<file path="src/rtl/step_controller_if.sv">
// -----------------------------------------------------------------------------
// step_controller_if
//   The CPU-side link between step_controller and the LiteCPU core.
//
//   Handshake: cpu_en is the core's clock enable. The core may assert
//   instr_done (with halt_in and pc describing the retiring instruction) only
//   in a cycle where cpu_en is 1. The controller treats instr_done with
//   cpu_en=0 as meaningless. cpu_en drops in the cycle after the retiring
//   instr_done, so an instruction is never cut short.
//
//   Signals:
//     cpu_en      controller -> core   clock enable
//     instr_done  core -> controller   instruction retires this cycle
//     halt_in     core -> controller   retiring instruction is HALT
//     pc          core -> controller   address of retiring instruction
//
//   Modports: master = controller side, slave = core side.
// -----------------------------------------------------------------------------
interface step_controller_if #(
   parameter int ADDR_W = 8
) ();
   logic              cpu_en;
   logic              instr_done;
   logic              halt_in;
   logic [ADDR_W-1:0] pc;

   modport master (output cpu_en, input instr_done, input halt_in, input pc);
   modport slave  (input cpu_en, output instr_done, output halt_in, output pc);
endinterface

</file>
<file path="src/rtl/step_controller.sv">
// -----------------------------------------------------------------------------
// step_controller
//   Run/single-step controller for the LiteCPU core. Consumes the debouncer's
//   step and run/stop press pulses and drives the CPU clock enable so the
//   core either free-runs or retires exactly one instruction per step press.
//   Step presses arriving during a step are queued in a saturating counter.
//
//   Optional feature (macro STEP_CTRL_BREAK_EN): breakpoint comparator that
//   stops free-run when the instruction at bp_addr retires. Without the macro
//   pc/bp_addr/bp_valid are ignored and bp_hit is tied low.
//
//   Ports:
//     clk, rst_n  clock, asynchronous active-low reset
//     step_in     step press pulse (one event per rising edge)
//     run_in      run/stop press pulse (one toggle per rising edge)
//     cpu         step_controller_if.master (cpu_en, instr_done, halt_in, pc)
//     bp_addr     breakpoint address
//     bp_valid    breakpoint armed
//     state       00 HALT, 01 STEP, 10 RUN (FSM state, also for debug)
//     pending     queued step requests
//     step_cnt    instructions retired since reset (wraps)
//     bp_hit      one-cycle pulse on breakpoint stop
// -----------------------------------------------------------------------------
module step_controller #(
   parameter int PEND_W = 3,
   parameter int CNT_W  = 16,
   parameter int ADDR_W = 8
) (
   input  logic                 clk,
   input  logic                 rst_n,
   input  logic                 step_in,
   input  logic                 run_in,
   step_controller_if.master    cpu,
   input  logic [ADDR_W-1:0]    bp_addr,
   input  logic                 bp_valid,
   output logic [1:0]           state,
   output logic [PEND_W-1:0]    pending,
   output logic [CNT_W-1:0]     step_cnt,
   output logic                 bp_hit
);

   typedef enum logic [1:0] {
      ST_HALT = 2'b00,
      ST_STEP = 2'b01,
      ST_RUN  = 2'b10
   } state_e;

   state_e             state_q, state_d;
   logic [PEND_W-1:0]  pending_q, pending_d;
   logic [CNT_W-1:0]   step_cnt_q;
   logic               run_req_q, run_req_d;
   logic               stop_req_q, stop_req_d;
   logic               bp_hit_q, bp_hit_d;
   logic               step_q, run_q;

   logic step_ev, run_ev, retire, bp_match;

   // Edge registers reset to 1 so a button held through reset release
   // does not produce a spurious event.
   assign step_ev = step_in & ~step_q;
   assign run_ev  = run_in  & ~run_q;
   assign retire  = cpu.instr_done & cpu.cpu_en;

`ifdef STEP_CTRL_BREAK_EN
   assign bp_match = bp_valid && (cpu.pc == bp_addr);
`else
   assign bp_match = 1'b0;
   logic unused_bp;
   assign unused_bp = ^{bp_addr, bp_valid, cpu.pc};
`endif

   always_ff @(posedge clk or negedge rst_n) begin
      if (!rst_n) begin
         state_q    <= ST_HALT;
         pending_q  <= '0;
         step_cnt_q <= '0;
         run_req_q  <= 1'b0;
         stop_req_q <= 1'b0;
         bp_hit_q   <= 1'b0;
         step_q     <= 1'b1;
         run_q      <= 1'b1;
      end else begin
         state_q    <= state_d;
         pending_q  <= pending_d;
         run_req_q  <= run_req_d;
         stop_req_q <= stop_req_d;
         bp_hit_q   <= bp_hit_d;
         step_q     <= step_in;
         run_q      <= run_in;
         if (retire) step_cnt_q <= step_cnt_q + 1'b1;
      end
   end

   always_comb begin
      state_d    = state_q;
      pending_d  = pending_q;
      run_req_d  = run_req_q;
      stop_req_d = stop_req_q;
      bp_hit_d   = 1'b0;

      case (state_q)
         ST_HALT: begin
            if (run_ev) begin
               // run beats a simultaneous step; the step is discarded
               state_d    = ST_RUN;
               pending_d  = '0;
               run_req_d  = 1'b0;
               stop_req_d = 1'b0;
            end else if (step_ev || (pending_q != '0)) begin
               state_d = ST_STEP;
               // a fresh press is consumed directly; otherwise pop the queue
               if (!step_ev) pending_d = pending_q - 1'b1;
            end
         end
         ST_STEP: begin
            if (step_ev && (pending_q != '1)) pending_d = pending_q + 1'b1;
            if (run_ev) run_req_d = 1'b1;
            if (cpu.instr_done) begin
               state_d   = (run_req_q || run_ev) ? ST_RUN : ST_HALT;
               run_req_d = 1'b0;
            end
         end
         ST_RUN: begin
            if (run_ev) stop_req_d = 1'b1;
            if (cpu.instr_done && bp_match) begin
               state_d    = ST_HALT;
               stop_req_d = 1'b0;
               bp_hit_d   = 1'b1;
            end else if (cpu.instr_done && (stop_req_q || run_ev)) begin
               state_d    = ST_HALT;
               stop_req_d = 1'b0;
            end
         end
         default: state_d = ST_HALT;
      endcase

      // HALT instruction overrides everything and flushes all requests
      if (retire && cpu.halt_in) begin
         state_d    = ST_HALT;
         pending_d  = '0;
         run_req_d  = 1'b0;
         stop_req_d = 1'b0;
         bp_hit_d   = 1'b0;
      end
   end

   assign cpu.cpu_en = (state_q != ST_HALT);
   assign state      = state_q;
   assign pending    = pending_q;
   assign step_cnt   = step_cnt_q;
   assign bp_hit     = bp_hit_q;

endmodule

</file>
<file path="src/flat_wrapper.sv">
// flat-port wrapper written by rule: the top's interface ports become plain ports
module step_controller_flat 
#(
   parameter int PEND_W = 3,
   parameter int CNT_W  = 16,
   parameter int ADDR_W = 8
)
  (clk, rst_n, step_in, run_in, bp_addr, bp_valid, state, pending, step_cnt, bp_hit, cpu_cpu_en, cpu_instr_done, cpu_halt_in, cpu_pc);
  step_controller_if #(.ADDR_W(ADDR_W)) cpu_i ();
  input  logic clk;
  input  logic rst_n;
  input  logic step_in;
  input  logic run_in;
  input  logic [ADDR_W-1:0] bp_addr;
  input  logic bp_valid;
  output logic [1:0] state;
  output logic [PEND_W-1:0] pending;
  output logic [CNT_W-1:0] step_cnt;
  output logic bp_hit;
  output wire logic [$bits(cpu_i.cpu_en)-1:0] cpu_cpu_en;
  input wire logic [$bits(cpu_i.instr_done)-1:0] cpu_instr_done;
  input wire logic [$bits(cpu_i.halt_in)-1:0] cpu_halt_in;
  input wire logic [$bits(cpu_i.pc)-1:0] cpu_pc;
  assign cpu_cpu_en = cpu_i.cpu_en;
  assign cpu_i.instr_done = cpu_instr_done;
  assign cpu_i.halt_in = cpu_halt_in;
  assign cpu_i.pc = cpu_pc;
  step_controller #(.PEND_W(PEND_W), .CNT_W(CNT_W), .ADDR_W(ADDR_W)) u_core (.clk(clk), .rst_n(rst_n), .step_in(step_in), .run_in(run_in), .cpu(cpu_i), .bp_addr(bp_addr), .bp_valid(bp_valid), .state(state), .pending(pending), .step_cnt(step_cnt), .bp_hit(bp_hit));
endmodule
</file>
<file path="config.mk">
export PLATFORM = sky130hd
export DESIGN_NAME = step_controller_flat
export DESIGN_NICKNAME = d
export VERILOG_FILES = /design/src/rtl/step_controller_if.sv /design/src/rtl/step_controller.sv /design/src/flat_wrapper.sv
export SDC_FILE = /design/constraint.sdc
export NUM_CORES = 1
export LEC_CHECK = 0
export BUFFER_PORTS_ARGS = -buffer_cell sky130_fd_sc_hd__buf_2
export CAP_MARGIN = 10
export CORE_ASPECT_RATIO = 0.9
export CORE_MARGIN = 1
export CORE_UTILIZATION = 45
export CTS_CLUSTER_DIAMETER = 120
export DETAILED_ROUTE_END_ITERATION = 8
export PLACE_DENSITY = 0.76
export SLEW_MARGIN = 0
export SYNTH_ARGS = -nofsm -noshare
export SYNTH_HDL_FRONTEND = slang
export SYNTH_SLANG_ARGS = --single-unit
</file>
<file path="constraint.sdc">
create_clock -name clk -period 3.1 [get_ports clk]
set_input_delay 0.31 -clock clk [delete_from_list [all_inputs] [get_ports clk]]
set_output_delay 0.31 -clock clk [all_outputs]
set_load 0.01 [all_outputs]
</file>
Word level (Yosys, flattened, before mapping)
Cells that the tools add are included.
{"block": "op_classes", "n_addsub": 3, "muxes": 21, "n_eq_ne": 11, "n_bitwise": 5, "reduce_logical": 15}
{"operator": "16-bit by 1-bit adder with 16-bit output, second input constant", "count": 1}
{"operator": "3-bit 2-to-1 mux", "count": 5}
{"operator": "2-bit 2-to-1 mux", "count": 6}
{"operator": "3-bit by 1-bit inequality test with 1-bit output, second input constant", "count": 3}
{"operator": "3-bit AND reduction", "count": 3}
{"operator": "3-bit nonzero test", "count": 3}
{"operator": "4-bit by 1-bit inequality test with 1-bit output, second input constant", "count": 2}
{"operator": "1-bit 2-to-1 mux", "count": 6}
{"operator": "2-bit one-hot mux with 3 select lines", "count": 1}
{"operator": "3-bit one-hot mux with 2 select lines", "count": 1}
{"operator": "4-bit by 2-bit inequality test with 1-bit output, second input constant", "count": 1}
{"operator": "4-bit inequality test, second input constant", "count": 1}
{"operator": "1-bit one-hot mux with 2 select lines", "count": 2}
{"operator": "4-bit AND reduction", "count": 1}
{"operator": "3-bit by 1-bit adder with 3-bit output, second input constant", "count": 1}
{"operator": "1-bit AND", "count": 3}
{"operator": "1-bit logical AND", "count": 3}
{"operator": "1-bit logical OR", "count": 3}
{"operator": "3-bit by 2-bit inequality test with 1-bit output, second input constant", "count": 1}
{"operator": "3-bit inequality test, second input constant", "count": 1}
{"operator": "3-bit by 1-bit subtractor with 3-bit output, second input constant", "count": 1}
{"operator": "2-bit by 1-bit equality test with 1-bit output, second input constant", "count": 1}
{"operator": "2-bit equality test, second input constant", "count": 1}
{"operator": "2-bit zero test", "count": 1}
{"operator": "2 further kinds", "count": 3}
{"block": "word_totals", "inputBits": 23, "elab_cells": 62, "regBits": 25}

Logic depth before layout (Yosys ltp)
{"block": "depth", "ltp_word": 7, "depth_mapped": 7, "mapped_depth_nobuf": 7}

Least setup slack after synthesis
No wires, ideal clock.
{"block": "synth_timing", "path_kind": "register to register", "start": "register u_core.pending_q[0] (netlist: u_core.pending[0])", "end": "register u_core.pending_q[0] (netlist: u_core.pending[0])", "path_stages_with_launch": 6, "arrival_ns": 1.426, "slack_ns": 1.549, "setup_time_ns": 0.125, "synth_period_minus_slack_ns": 1.551, "path_buffers": 0, "required_time_ns": 2.975, "path_cell_list": "dfrtp_1 > ha_1 > ha_1 > o31ai_1 > o22ai_2 > mux2_2"}
{"block": "synth_between", "elab_chain_len": 6}
{"item": "start: declaration", "line": "step_controller.sv:49", "rtl": "logic [PEND_W-1:0] pending_q, pending_d;"}
{"item": "start signal: assignment", "line": "step_controller.sv:84", "rtl": "pending_q <= pending_d;"}
{"item": "3-bit by 1-bit subtractor with 3-bit output", "line": "step_controller.sv:112", "rtl": "if (!step_ev) pending_d = pending_q - 1'b1;"}
{"item": "3-bit 2-to-1 mux", "line": "step_controller.sv:112"}
{"item": "3-bit 2-to-1 mux", "line": "step_controller.sv:109", "rtl": "end else if (step_ev || (pending_q != '0)) begin"}
{"item": "3-bit 2-to-1 mux", "line": "step_controller.sv:103", "rtl": "if (run_ev) begin"}
{"item": "3-bit one-hot mux with 2 select lines", "line": "step_controller.sv:101", "rtl": "case (state_q)"}
{"item": "3-bit 2-to-1 mux", "line": "step_controller.sv:138", "rtl": "if (retire && cpu.halt_in) begin"}
Several ways; a longest one is shown, not always the timed one. The select of a mux whose other input is x is not followed.
A chain may end at the register's enable or synchronous reset.

Final worst setup path
{"block": "layout_timing", "start": "register u_core.state_q[1] (netlist: u_core.state[1])", "end": "register u_core.step_cnt_q[14] (netlist: u_core.step_cnt[14])"}
{"block": "layout_between", "elab_chain_len": 2}
{"item": "start: declaration", "line": "step_controller.sv:48", "rtl": "state_e state_q, state_d;"}
{"item": "start signal: assignment", "line": "step_controller.sv:83", "rtl": "state_q <= state_d;"}
{"item": "2-bit nonzero test", "line": "step_controller.sv:147", "rtl": "assign cpu.cpu_en = (state_q != ST_HALT);"}
{"item": "1-bit AND", "line": "step_controller.sv:62", "rtl": "assign retire = cpu.instr_done & cpu.cpu_en;"}
{"item": "end signal: assignment", "line": "step_controller.sv:90", "rtl": "if (retire) step_cnt_q <= step_cnt_q + 1'b1;"}
{"item": "end: declaration", "line": "step_controller.sv:50", "rtl": "logic [CNT_W-1:0] step_cnt_q;"}
No other way between the ends.

==> metrics.csv <==
metric,value,unit
Critical Path End Type,register,
Pwr per Cell Area,795,mW/mm^2
WHS,0.0895,ns
top_reg_cell synth,dfrtp_1,
io pins,46,
die width,58.0,um
clock sinks,25,
fin crit share,0.530,
clock slew at reported path FFs,0.14,ns
IO buf count,27,
#FFs+latches synth,25,
Area Growth Syn to Fin,14.2,%
CTS Hold Buffers Added,1,
CTS buffer count,3,
largest net degree at the start of global routing,26,
final core occ,0.568,
H-tree Lvls,1,
Yosys warning total,0,
power share of the combinational group,0.397,
Vias/cell,5.24,
CTS resizes,0,
final setup fails,0,
final wirelength,2200,um
clk_skew,0.0127,ns
CP Launch Type,register,
"Setup Fix Bufs, Post-CTS",0,
"Cell Area, Synth",0.00127,sq mm
instance area at placement,0.00141,sq mm
WL/cell,12.9,um
Sequential Power Share,0.472,
share of cells above drive strength 1,0.310,
worst-path maximum fanout,12,
"Seq/Total Area, Yosys",0.495,
RePlAce Congestion,0.777,
vias in the first global route,811,
final-report max-slew violation count,0,
worst hold path class,primary input to register,
top-area cell type share of the netlist area,0.454,
max_slew headroom,0.622,
failing checks,design-rule violations,
Post-Layout Inst Area,0.00145,sq mm
outcome,"finished, violations left",
Max Clock Freq,609,MHz
first-pass GRT wire length,3670,um
max cap viols,0,
Fin. Hold Viols,0,
Fillers,223,
Internal Dissipation,688,uW
Die ar.,0.00304,sq mm
num rows,17,
via count,891,
CTS tree,built,
Psw,464,uW
P_leak,0.000700,uW
Peak VDD IR,388,uV
initial antenna violation count,0,
clock power share,0.131,
largest cells by area after synthesis,"dfrtp_1 45%, xnor2_1 9.7%, ha_1 4.9%, dfstp_2 4.1%, nand2_1 2.7%",
Final ANT Viol Nets,0,
starting density of the core,0.497,
Total GRT Usage,0.160,
Initial DRC Count,12,
Tmin final,1.64,ns
clock buffer depth,2,
Die Ht,52.4,um
Post-Route Setup TNS,0,ns
"Clk Latency, worst-skew pair",0.32,ns
Std-Cell Core Area,0.00255,sq mm
Post-synth EDFFs,0,
hpwl dp,1650,um
# DRC,1,
clk root buf,clkbuf_4,
Final nets,171,
Worst Tran Pin Value,0.567,ns
diodes inserted,0,
switching part of the total,0.403,
drt pass-1 iters,7,
Cells after Synth,113,
RSZ-0062 raised after global routing,no,
"area leader, netlist",dfrtp_1,
ys async rst share,1.00,
Mapped Avg Cell Area,11.2,sq um
syn nets,141,
GRT overflow,0,
"Distinct cells, synth",35,
Setup CP Type,register to register,
Worst Path Required,3.31,ns
crit path DAT,1.86,ns
==> power by group through the flow <==
| stage | Combinational (uW) | Clock (uW) | Sequential, uW |
|---|---|---|---|
| 2_1_floorplan | 346 | 0 | 537 |
| 3_3_place_gp | 444 | 0 | 540 |
| 3_5_place_dp | 461 | 0 | 551 |
| 4_1_cts | 465 | 159 | 544 |
| 5_1_grt | 510 | 166 | 564 |
| 6_report | 457 | 151 | 544 |
==> cell usage after synthesis (3+ instances only) <==
cell,number
a211oi_1,3
a21oi_1,3
dfrtp_1,23
ha_1,5
inv_1,5
nand2_1,9
nand3_1,4
nand4_1,3
nor2_1,8
xnor2_1,14
==> final cells by class <==
cell class              instances  area, sq um  share of cell area
clock buffers                   3         22.5              0.0155
clock inverters                 1         7.51             0.00518
repair buffers                 28          145               0.100
flip-flops and latches         25          628               0.434
inverters                       5         18.8              0.0130
well taps                      28         35.0              0.0242
multi-input cells              80          592               0.408
==> worst max-delay path, cell delays in order (launching register included) <==
cell and delay, ns:
dfrtp_1 0.66, o21a_4 0.26, nand3_1 0.09, nor2_1 0.26, nand3_1 0.14, xnor2_1 0.14
==> cell usage in the layout, fill, tap and decap left out, types with 3 or more instances in the layout <==
cell,instances
a211oi_1,3
a21oi_1,3
buf_2,27
clkbuf_4,3
dfrtp_1,23
ha_1,5
inv_1,5
nand2_1,9
nand3_1,4
nand4_1,3
nor2_1,8
xnor2_1,14
==> state kept, by name (all words and copies together) (netlist names) <==
| name | cells |
|---|---|
| u_core.step_q | 1 |
| u_core.step_cnt | 16 |
| u_core.state | 2 |
| u_core.run_req_q | 1 |
| u_core.pending | 3 |
| u_core.stop_req_q | 1 |
| u_core.run_q | 1 |
==> per-layer routing <==
metal / vias up / share of wire / track usage
li1: 450 / - / -
met5: - / 0 / 0
met4: 0 / 0 / 0.0476
met1: 429 / 0.48 / 0.203
met2: 12 / 0.49 / 0.278
met3: 0 / 0.026 / 0.0296
==> metrics by stage <==
step / cells / power, uW / worst slack [ns]
3_5_place_dp: 165 / 1010 / 1.45
4_1_cts: 170 / 1170 / 1.44
2_1_floorplan: 113 / 882 / 1.55
5_1_grt: 170 / 1240 / 1.26
6_report: 170 / 1150 / 1.46
3_3_place_gp: 165 / 984 / 1.49
==> worst paths after layout <==
kind	start	end	slack, ns	cells past startpoint
max in group asynchronous	rst_n	u_core.step_q$_DFF_PN1_	2.22	2
hold / removal	step_in	u_core.step_q$_DFF_PN1_	0.09	1
hold reg to reg	u_core.step_cnt[15]$_DFFE_PN0N_	u_core.step_cnt[15]$_DFFE_PN0N_	0.48	1
min in group asynchronous	rst_n	u_core.step_cnt[15]$_DFFE_PN0N_	0.49	2
setup reg to reg	u_core.state[1]$_DFFE_PN0P_	u_core.step_cnt[14]$_DFFE_PN0N_	1.46	5
setup / recovery	u_core.state[1]$_DFFE_PN0P_	u_core.step_cnt[14]$_DFFE_PN0N_	1.46	5
==> kinds of logic after synthesis <==
kind of cell / count (synthesis) / share of synthesized area
AO/OA/AOI/OAI: 18 / 0.107
buffers and inverters: 8 / 0.0385
multiplexers: 2 / 0.0178
adder cells (fa/ha/maj): 5 / 0.0493
other: 1 / 0.00296
AND/OR/NAND/NOR: 38 / 0.179
flip-flops: 25 / 0.495
XOR/XNOR: 16 / 0.110
Power figures use the tool's default switching activity.
